--- config.mk ---
export PLATFORM = sky130hd
export DESIGN_NAME = bus_arbiter
export DESIGN_NICKNAME = d
export VERILOG_FILES = /design/src/rtl/bus_arbiter.sv
export SDC_FILE = /design/constraint.sdc
export NUM_CORES = 1
export LEC_CHECK = 0
export ABC_CLOCK_PERIOD_IN_PS = 2800
export CAP_MARGIN = 20
export CORE_MARGIN = 2
export CORE_UTILIZATION = 43
export CTS_CLUSTER_SIZE = 25
export DETAILED_ROUTE_END_ITERATION = 6
export PLACE_DENSITY = 0.95
export SLEW_MARGIN = 20
export SYNTH_ARGS = -nofsm -noshare
export SYNTH_HDL_FRONTEND = slang
export SYNTH_SLANG_ARGS = --single-unit
--- constraint.sdc ---
create_clock -name clk -period 2.8 [get_ports clk]
set_input_delay 0.56 -clock clk [delete_from_list [all_inputs] [get_ports clk]]
set_output_delay 0.56 -clock clk [all_outputs]
set_load 0.02 [all_outputs]
--- src/rtl/bus_arbiter.sv ---
// Two-master round-robin arbiter in front of a single-outstanding peripheral bridge.
// Each access runs IDLE/RESP -> ISSUE -> RESP and returns a response pulse to the winner.
module bus_arbiter (
    input  logic        clk,
    input  logic        reset,
    input  logic        m0_req,
    input  logic [31:0] m0_addr,
    input  logic [31:0] m0_wdata,
    input  logic [3:0]  m0_byteen,
    output logic        m0_gnt,
    output logic [31:0] m0_rdata,
    output logic        m0_rvalid,
    input  logic        m1_req,
    input  logic [31:0] m1_addr,
    input  logic [31:0] m1_wdata,
    input  logic [3:0]  m1_byteen,
    output logic        m1_gnt,
    output logic [31:0] m1_rdata,
    output logic        m1_rvalid,
    output logic [31:0] PrAddr,
    output logic [31:0] PrWD,
    output logic [3:0]  PrByteEn,
    input  logic [31:0] PrRD,
    output logic        busy
);

    typedef enum logic [1:0] {
        IDLE  = 2'b00,
        ISSUE = 2'b01,
        RESP  = 2'b10
    } state_t;

    state_t      state_q, state_d;
    logic        lastGnt_q, winId_q;
    logic [31:0] addr_q, wdata_q;
    logic [3:0]  byteEn_q;
    logic [31:0] m0Rdata_q, m1Rdata_q;
    logic        m0Rvalid_q, m1Rvalid_q;

    logic        anyReq;
    logic        winner;
    logic        load;

    // Requests are ignored while in ISSUE; a tie goes to the master that did not win last.
    always_comb begin
        anyReq  = m0_req | m1_req;
        winner  = 1'b0;
        load    = 1'b0;
        state_d = state_q;
        if (m0_req && m1_req) begin
            winner = ~lastGnt_q;
        end else begin
            winner = m1_req;
        end
        case (state_q)
            IDLE, RESP: begin
                if (anyReq) begin
                    state_d = ISSUE;
                    load    = 1'b1;
                end else begin
                    state_d = IDLE;
                end
            end
            ISSUE:   state_d = RESP;
            default: state_d = IDLE;
        endcase
    end

    always_ff @(posedge clk or negedge reset) begin
        if (!reset) begin
            state_q    <= IDLE;
            lastGnt_q  <= 1'b1;
            winId_q    <= 1'b0;
            addr_q     <= 32'h0;
            wdata_q    <= 32'h0;
            byteEn_q   <= 4'h0;
            m0Rdata_q  <= 32'h0;
            m1Rdata_q  <= 32'h0;
            m0Rvalid_q <= 1'b0;
            m1Rvalid_q <= 1'b0;
        end else begin
            state_q    <= state_d;
            m0Rvalid_q <= 1'b0;
            m1Rvalid_q <= 1'b0;
            if (load) begin
                winId_q   <= winner;
                lastGnt_q <= winner;
                addr_q    <= winner ? m1_addr   : m0_addr;
                wdata_q   <= winner ? m1_wdata  : m0_wdata;
                byteEn_q  <= winner ? m1_byteen : m0_byteen;
            end
            // Writes complete with zero data so both masters see a uniform acknowledgement.
            if (state_q == RESP) begin
                if (winId_q) begin
                    m1Rdata_q  <= (byteEn_q == 4'h0) ? PrRD : 32'h0;
                    m1Rvalid_q <= 1'b1;
                end else begin
                    m0Rdata_q  <= (byteEn_q == 4'h0) ? PrRD : 32'h0;
                    m0Rvalid_q <= 1'b1;
                end
            end
        end
    end

    assign m0_gnt    = (state_q == ISSUE) && !winId_q;
    assign m1_gnt    = (state_q == ISSUE) &&  winId_q;
    assign m0_rdata  = m0Rdata_q;
    assign m1_rdata  = m1Rdata_q;
    assign m0_rvalid = m0Rvalid_q;
    assign m1_rvalid = m1Rvalid_q;
    assign PrAddr    = addr_q;
    assign PrWD      = wdata_q;
    assign PrByteEn  = (state_q == ISSUE) ? byteEn_q : 4'h0;
    assign busy      = (state_q != IDLE);

endmodule

# --- Word-level counts from Yosys, hierarchy flattened ---
# Cells that the tools add are included.
classes:
  n_bitwise: 3
  n_reduce_logical: 10
  eq_ne: 2
  mux: 14
ops:
  columns: ["operator", "n"]
  rows:
  - ["32-bit 2-to-1 mux", 3]
  - ["1-bit 2-to-1 mux", 8]
  - ["4-bit 2-to-1 mux", 2]
  - ["4-bit zero test", 1]
  - ["2-bit case mux with 2 select lines", 1]
  - ["2-bit AND reduction", 2]
  - ["1-bit logical AND", 3]
  - ["2-bit by 1-bit == test with 1-bit output (second input constant)", 1]
  - ["2-bit == test (second input constant)", 1]
  - ["2-bit zero test", 1]
  - ["1-bit inverter", 2]
  - ["2-bit nonzero test", 1]
  - ["2-bit OR reduction", 1]
  - ["1-bit zero test", 1]
  - ["1-bit bitwise OR", 1]
totals:
  wordCells: 39
  regBits: 138
  inputBits: 172

# --- Depth between registers and ports, before layout ---
# Gate-level depths: netlist (run 1).
logic_depth:
  depth_word: 3
  depth_mapped: 6
  ltp_nobuf: 3

# --- Worst setup path after synthesis (run 1) ---
# OpenSTA, ideal clock, no wires.
synth_path:
  kind: "register -> output"
  from: "register state_q[0]"
  to: "output m0_gnt"
  n_path_buf: 0
  path_slack_ns: 1.288
  path_stages_with_launch: 3
  t_arrival_ns: 0.952
  required_ns: 2.240
  cell_sequence: "dfrtp_1 -> inv_1 -> nor3_1"
synth_between:
  elab_chain_len: 2
synth_lines:
  columns: ["element", "line", "rtl"]
  rows:
  - ["from (decl)", "33", "state_t state_q, state_d;"]
  - ["from (signal assigned)", "82", "state_q <= state_d;"]
  - ["2-bit by 1-bit == test with 1-bit output", "105", "assign m0_gnt = (state_q == ISSUE) && !winId_q;"]
  - ["1-bit logical AND", "105", null]
  - ["to (decl)", "10", "output logic m0_gnt,"]
# Every way passes these cells.

# --- Worst setup path in the final report (run 1) ---
layout_path:
  from: "register state_q[0]"
  to: "output PrByteEn[3]"
layout_between:
  elab_chain_len: 2
layout_lines:
  columns: ["element", "line", "rtl"]
  rows:
  - ["2-bit by 1-bit == test with 1-bit output", "113", "assign PrByteEn = (state_q == ISSUE) ? byteEn_q : 4'h0;"]
  - ["4-bit 2-to-1 mux", "113", null]
  - ["to (decl)", "22", "output logic [3:0] PrByteEn,"]
# Every way passes these cells.

==> reports/results.txt, run 1 <==
Initial DRC count: 353
FF+latch count, synth: 138
Via count: 5762
Root Driver: clkbuf_16
Worst Setup Slack, final: 0.1943 ns
Worst Path Max Fanout: 6
Final min period: 2.606 ns
Yosys warns: 0
Post-synthesis sequential area ratio: 59.49%
CTS buffer count: 17
Worst EP required: 2.24 ns
Syn Area/Cell: 9.102 um2
Layout Skew: 0.008190 ns
Total GRT Usage: 26.14%
# IOs: 309
Cell Rows: 42
Mapped Nets: 810
Area growth, synth to finish: 66.00%
Final Cycle Share: 93.06%
CTS H-tree lvls: 4
DRC: 0
Cell breakdown of the critical path: inv_1 > nor2_1 > and2_1 > clkdlybuf4s50_1
EDFF count, synth: 0
Core Footprint: 13190 um2
Mapped Area: 5807 um2
Die Wd: 120.2 um
Final hold viol count: 0
Vias in the first global route: 5848
Max cap viols: 0
Slew @ Worst Pin: 0.7318 ns
Pre-antenna DRT Iters: 7
CP delay by family, top: buffers and inverters
Post-place setup slack: 0.5045 ns
Multi-input gate area: 2077 um2
Critical Path Slowest Stage Cell: clkdlybuf4s50_1
Syn Inst Count: 638
Yosys cell types: 25
Setup Viol. Count Final: 0
Fraction of registers with async set/reset: 100.0%
Critical Path AT: 2.05 ns
DIE AREA: 14450 um2
Buffers & Inverters on Critical Path: 2
TritonCTS clock tree: built
TNS Setup: 0 ns
Pwr Total: 7.105 mW
Slowest Stage Delay on Critical Path: 0.62 ns
Post-CTS setup buffer count: 0
Status: completed
Pleak: 4.040 nW
Setup Crit Path Kind: register to output pin
Layout cells sized above 1: 7.105%
Top FF cell, synth: dfrtp_1
WL final: 18.56 mm
Hold buffer count at cts: 0
Most frequent cells in the layout: 307 x clkdlybuf4s50_1, 232 x nand2_1, 137 x dfrtp_1
Slew headroom: 51.22%
Starting Density: 44.02%
Antenna Nets Post-Route: 0
Post-CTS sizing: 0
Most common cell after layout, fill and taps aside: clkdlybuf4s50_1
NumNets Final: 1103
Die extent in y: 120.2 um
Power Dens Cells: 737.0 nW/um2
# fillers: 909
Final Util: 73.08%
Worst-path clk slew: 0.06 ns
Final Wtd Congestion: 0.8456
Crit end category: output pin
Diodes inserted: 0
Post-DR vias/cell: 5.149
Slew Limit Fails: 0
FF+latch area: 3455 um2
Worst-Skew Late Latency: 0.42 ns
CTS max path bufs: 2
First-pass GRT wire length: 29.25 mm
Peak supply drop: 0.4076 mV
DP Wirelength: 13.14 mm
Fin area: 9639 um2
Port bufs: 308
DR WL/cell: 16.59 um
TritonCTS Sinks: 138
Pin count of the biggest net entering global routing: 69
GRT overflow: 0
Highest clock rate: 383.8 MHz
CP startpoint kind: register
Antenna violations before repair: 0
RSZ-0062 raised after global routing: no
Min-delay worst type: input port to async pin
Placement Cell Area: 9024 um2
-- final timing paths --
check,startpoint,end,slack (ns),cells after the start
worst min-delay path,reset,PrAddr[12]$_DFFE_PN0P_,0.10,1
worst min register to register,m0_rdata[22]$_DFFE_PN0P_,m0_rdata[22]$_DFFE_PN0P_,0.47,2
min in group clk,m0_rdata[22]$_DFFE_PN0P_,m0_rdata[22]$_DFFE_PN0P_,0.47,2
worst max-delay path,state_q[0]$_DFF_PN0_,PrByteEn[3],0.19,4
worst max register to register,state_q[0]$_DFF_PN0_,m0_rdata[1]$_DFFE_PN0P_,1.09,4
max in group asynchronous,reset,m0_rdata[30]$_DFFE_PN0P_,1.95,2
-- cells in the mapped netlist (2+ instances only) --
| cell | n | area share [%] |
|---|---|---|
| buf_2 | 21 | 1.8 |
| nand2_1 | 232 | 15 |
| dfrtp_1 | 137 | 59 |
| o21ai_0 | 35 | 3.0 |
| inv_1 | 4 | 0.26 |
| o21ai_1 | 13 | 1.1 |
| clkbuf_1 | 12 | 0.78 |
| nor2_1 | 69 | 4.5 |
| and2_1 | 4 | 0.43 |
| a31oi_1 | 69 | 7.4 |
| o21ai_2 | 16 | 2.4 |
| buf_6 | 6 | 1.2 |
| buf_4 | 7 | 0.90 |
| nor3_1 | 2 | 0.17 |
-- layer usage --
| layer | global-route usage (%) | share of wire [%] |
|---|---|---|
| met5 | 0 | 0 |
| met4 | 12.65 | 3.7 |
| met3 | 8.726 | 8.8 |
| met2 | 43.32 | 50 |
| met1 | 30.53 | 37 |
-- layout make-up --
class | instances | area share (%)
Timing Repair Buffer | 321 | 33.79
Clock buffer | 19 | 4.595
Inverter | 4 | 0.1558
Sequential cell | 138 | 35.84
Multi-Input combinational cell | 449 | 21.55
Clock inverter | 12 | 1.791
Tap cell | 176 | 2.285
-- kinds of logic (layout without fill, tap and decap cells) --
kind of cell	count (synthesis)	after routing	synth area share (%)
AO/OA/AOI/OAI	138	138	14.72
flip-flops	138	138	59.49
AND/OR/NAND/NOR	311	311	20.81
buffers and inverters	51	356	4.977
-- report_power, final --
group | switching, mW | leakage [nW] | total (mW) | internal (mW)
combinational | 1.14 | 2.02 | 2.18 | 1.04
sequential | 0.222 | 1.73 | 2.57 | 2.35
clock | 0.845 | 0.299 | 2.35 | 1.51
-- stage by stage --
step           hold slack [ns]  std cells
3_3_place_gp            0.4580       1088
4_1_cts                 0.1106       1119
2_1_floorplan           0.2644        638
6_report                0.1010       1119
5_1_grt                 0.1271       1119
3_5_place_dp            0.4643       1088
-- state kept, by name, summed over array words and instances (netlist names) --
signal / cells
PrAddr: 32
PrWD: 32
byteEn_q: 4
lastGnt_q: 1
m0_rdata: 32
m0_rvalid: 1
m1_rdata: 32
m1_rvalid: 1
state_q: 2
winId_q: 1
(Power assumes the default switching activity.)
==> run 2, diff against run 1 <==
--- a/config.mk
+++ b/config.mk
@@ -12,6 +12,8 @@
 export CTS_CLUSTER_SIZE = 25
 export DETAILED_ROUTE_END_ITERATION = 6
 export PLACE_DENSITY = 0.95
+export RECOVER_POWER = 100
+export SETUP_SLACK_MARGIN = 0.2
 export SLEW_MARGIN = 20
 export SYNTH_ARGS = -nofsm -noshare
 export SYNTH_HDL_FRONTEND = slang
==> run 2 against run 1 <==
Compared with the run above: clock skew up 0.0015 ns; highest routed layer unchanged; global-route usage unchanged; sequential cell count unchanged; critical endpoint is now m0_gnt; via count about the same; clock-buffer cell count unchanged; largest cell class unchanged.
==> reports/results.txt, run 2 (synthesized netlist as in run 1, its figures left out) <==
Status: completed
Most frequent cells in the layout: 232 x nand2_1, 169 x clkdlybuf4s50_1, 137 x dfrtp_1
Via count: 5760
TritonCTS clock tree: built
Min-delay worst type: input port to async pin
Pre-antenna DRT Iters: 5
Met1 Wirelength: 6.895 mm
TritonCTS Sinks: 138
CP startpoint kind: register
DRC: 0
Slowest Stage Delay on Critical Path: 0.73 ns
Worst EP required: 2.24 ns
CP delay by family, top: buffers and inverters
CTS H-tree lvls: 4
Placement Cell Area: 9024 um2
Initial DRC count: 403
Hold buffer count at cts: 0
WL final: 18.42 mm
RSZ-0062 raised after global routing: no
FF-to-FF setup slack: 0.66 ns
Fin area: 9513 um2
CTS max path bufs: 2
Slew @ Worst Pin: 1.406 ns
Layout Skew: 0.009705 ns
CTS buffer count: 17
Uppermost layer routed: met4
Final Cycle Share: 87.28%
Highest clock rate: 409.2 MHz
Setup Crit Path Kind: register to output pin
Total GRT Usage: 26.14%
Cell Rows: 42
Met3 Routed Length: 1.560 mm
Post-DR vias/cell: 5.147
DIE AREA: 14450 um2
TNS Setup: 0 ns
Hold WS: 0.4563 ns
GRT overflow: 0
Pin count of the biggest net entering global routing: 69
DR WL/cell: 16.46 um
Critical Path Slowest Stage Cell: dlygate4sd3_1
Worst Setup Slack, final: 0.3562 ns
Root Driver: clkbuf_16
DP Wirelength: 13.14 mm
Buffers & Inverters on Critical Path: 2
Post-CTS setup buffer count: 0
Antenna Nets Post-Route: 0
Core Footprint: 13190 um2
Pleak: 4.210 nW
Layout cells sized above 1: 5.196%
Slew Limit Fails: 0
Final Wtd Congestion: 0.8456
Vias in the first global route: 5848
Most common cell after layout, fill and taps aside: nand2_1
Die extent in y: 120.2 um
Critical Path AT: 1.88 ns
Peak supply drop: 0.4065 mV
Cell breakdown of the critical path: inv_1 > nor3_1 > dlygate4sd3_1
NumNets Final: 1103
Post-place setup slack: 0.5045 ns
Worst-path clk slew: 0.06 ns
Diodes inserted: 0
Antenna violations before repair: 0
Routed wl met2: 9.235 mm
Area growth, synth to finish: 63.82%
Slew headroom: 6.264%
Setup Viol. Count Final: 0
Final hold viol count: 0
Crit end category: output pin
Max cap viols: 0
Final min period: 2.444 ns
Worst Path Max Fanout: 6
Worst-Skew Late Latency: 0.42 ns
Power Dens Cells: 727.3 nW/um2
# IOs: 309
Starting Density: 44.02%
Port bufs: 308
Die Wd: 120.2 um
First-pass GRT wire length: 29.25 mm
## run 2: cell types whose count changed in the layout (fill, tap and decap cells not counted), sizes merged
cell / change
buf: -8
clkbuf: +12
dlygate4sd3: +134
clkdlybuf4s50: -138
## run 2: routing by layer
metal	track usage, %	up-vias
li1	-	2702
met1	30.53	2720
met2	43.32	285
met3	8.726	53
met4	12.65	0
met5	0	-
## run 2: final timing paths
kind                       cells after the start               startpoint                  endpoint
max reg2reg                                    4     state_q[0]$_DFF_PN0_  m0_rdata[16]$_DFFE_PN0P_
min in group clk                               2  m0_rdata[0]$_DFFE_PN0P_   m0_rdata[0]$_DFFE_PN0P_
max                                            3     state_q[0]$_DFF_PN0_                    m0_gnt
max in group asynchronous                      2                    reset    PrAddr[26]$_DFFE_PN0P_
min                                            1                    reset      PrWD[23]$_DFFE_PN0P_
min reg2reg                                    2  m0_rdata[0]$_DFFE_PN0P_   m0_rdata[0]$_DFFE_PN0P_
## run 2: what timing repair did
action	in CTS	in global routing
setup endpoints to repair	2	4
gates resized for setup	1	4
pin swaps	0	0
cloned	0	0
## run 2: final cells by class
type,instances,area (um2)
Fill cell,953,3677
Clock buffer,19,442.9
Tap cell,176,220.2
Clock inverter,12,172.7
Sequential cell,138,3455
Timing Repair Buffer,321,3197
Inverter,4,15.01
Multi-Input combinational cell,449,2011
## run 2: through the flow
stage | power [mW] | util [%] | std cells
floorplan | 3.591 | - | 638
global placement | 4.710 | 68.41 | 1088
detailed placement | 4.777 | 68.41 | 1088
CTS | 7.156 | 73.10 | 1119
global route | 7.263 | 72.12 | 1119
finish | 6.919 | 72.12 | 1119
## run 2: power breakdown
group,internal (mW),switching [mW]
Sequential,2.35,0.206
Clock,1.51,0.846
Combinational,0.892,1.12
Total,4.75,2.17
==> run 3, diff against run 2 <==
--- a/config.mk
+++ b/config.mk
@@ -5,7 +5,6 @@
 export SDC_FILE = /design/constraint.sdc
 export NUM_CORES = 1
 export LEC_CHECK = 0
-export ABC_CLOCK_PERIOD_IN_PS = 2800
 export CAP_MARGIN = 20
 export CORE_MARGIN = 2
 export CORE_UTILIZATION = 43
==> results of run 3 <==
Final layout, timing and power as in run 2 (identical DEF).
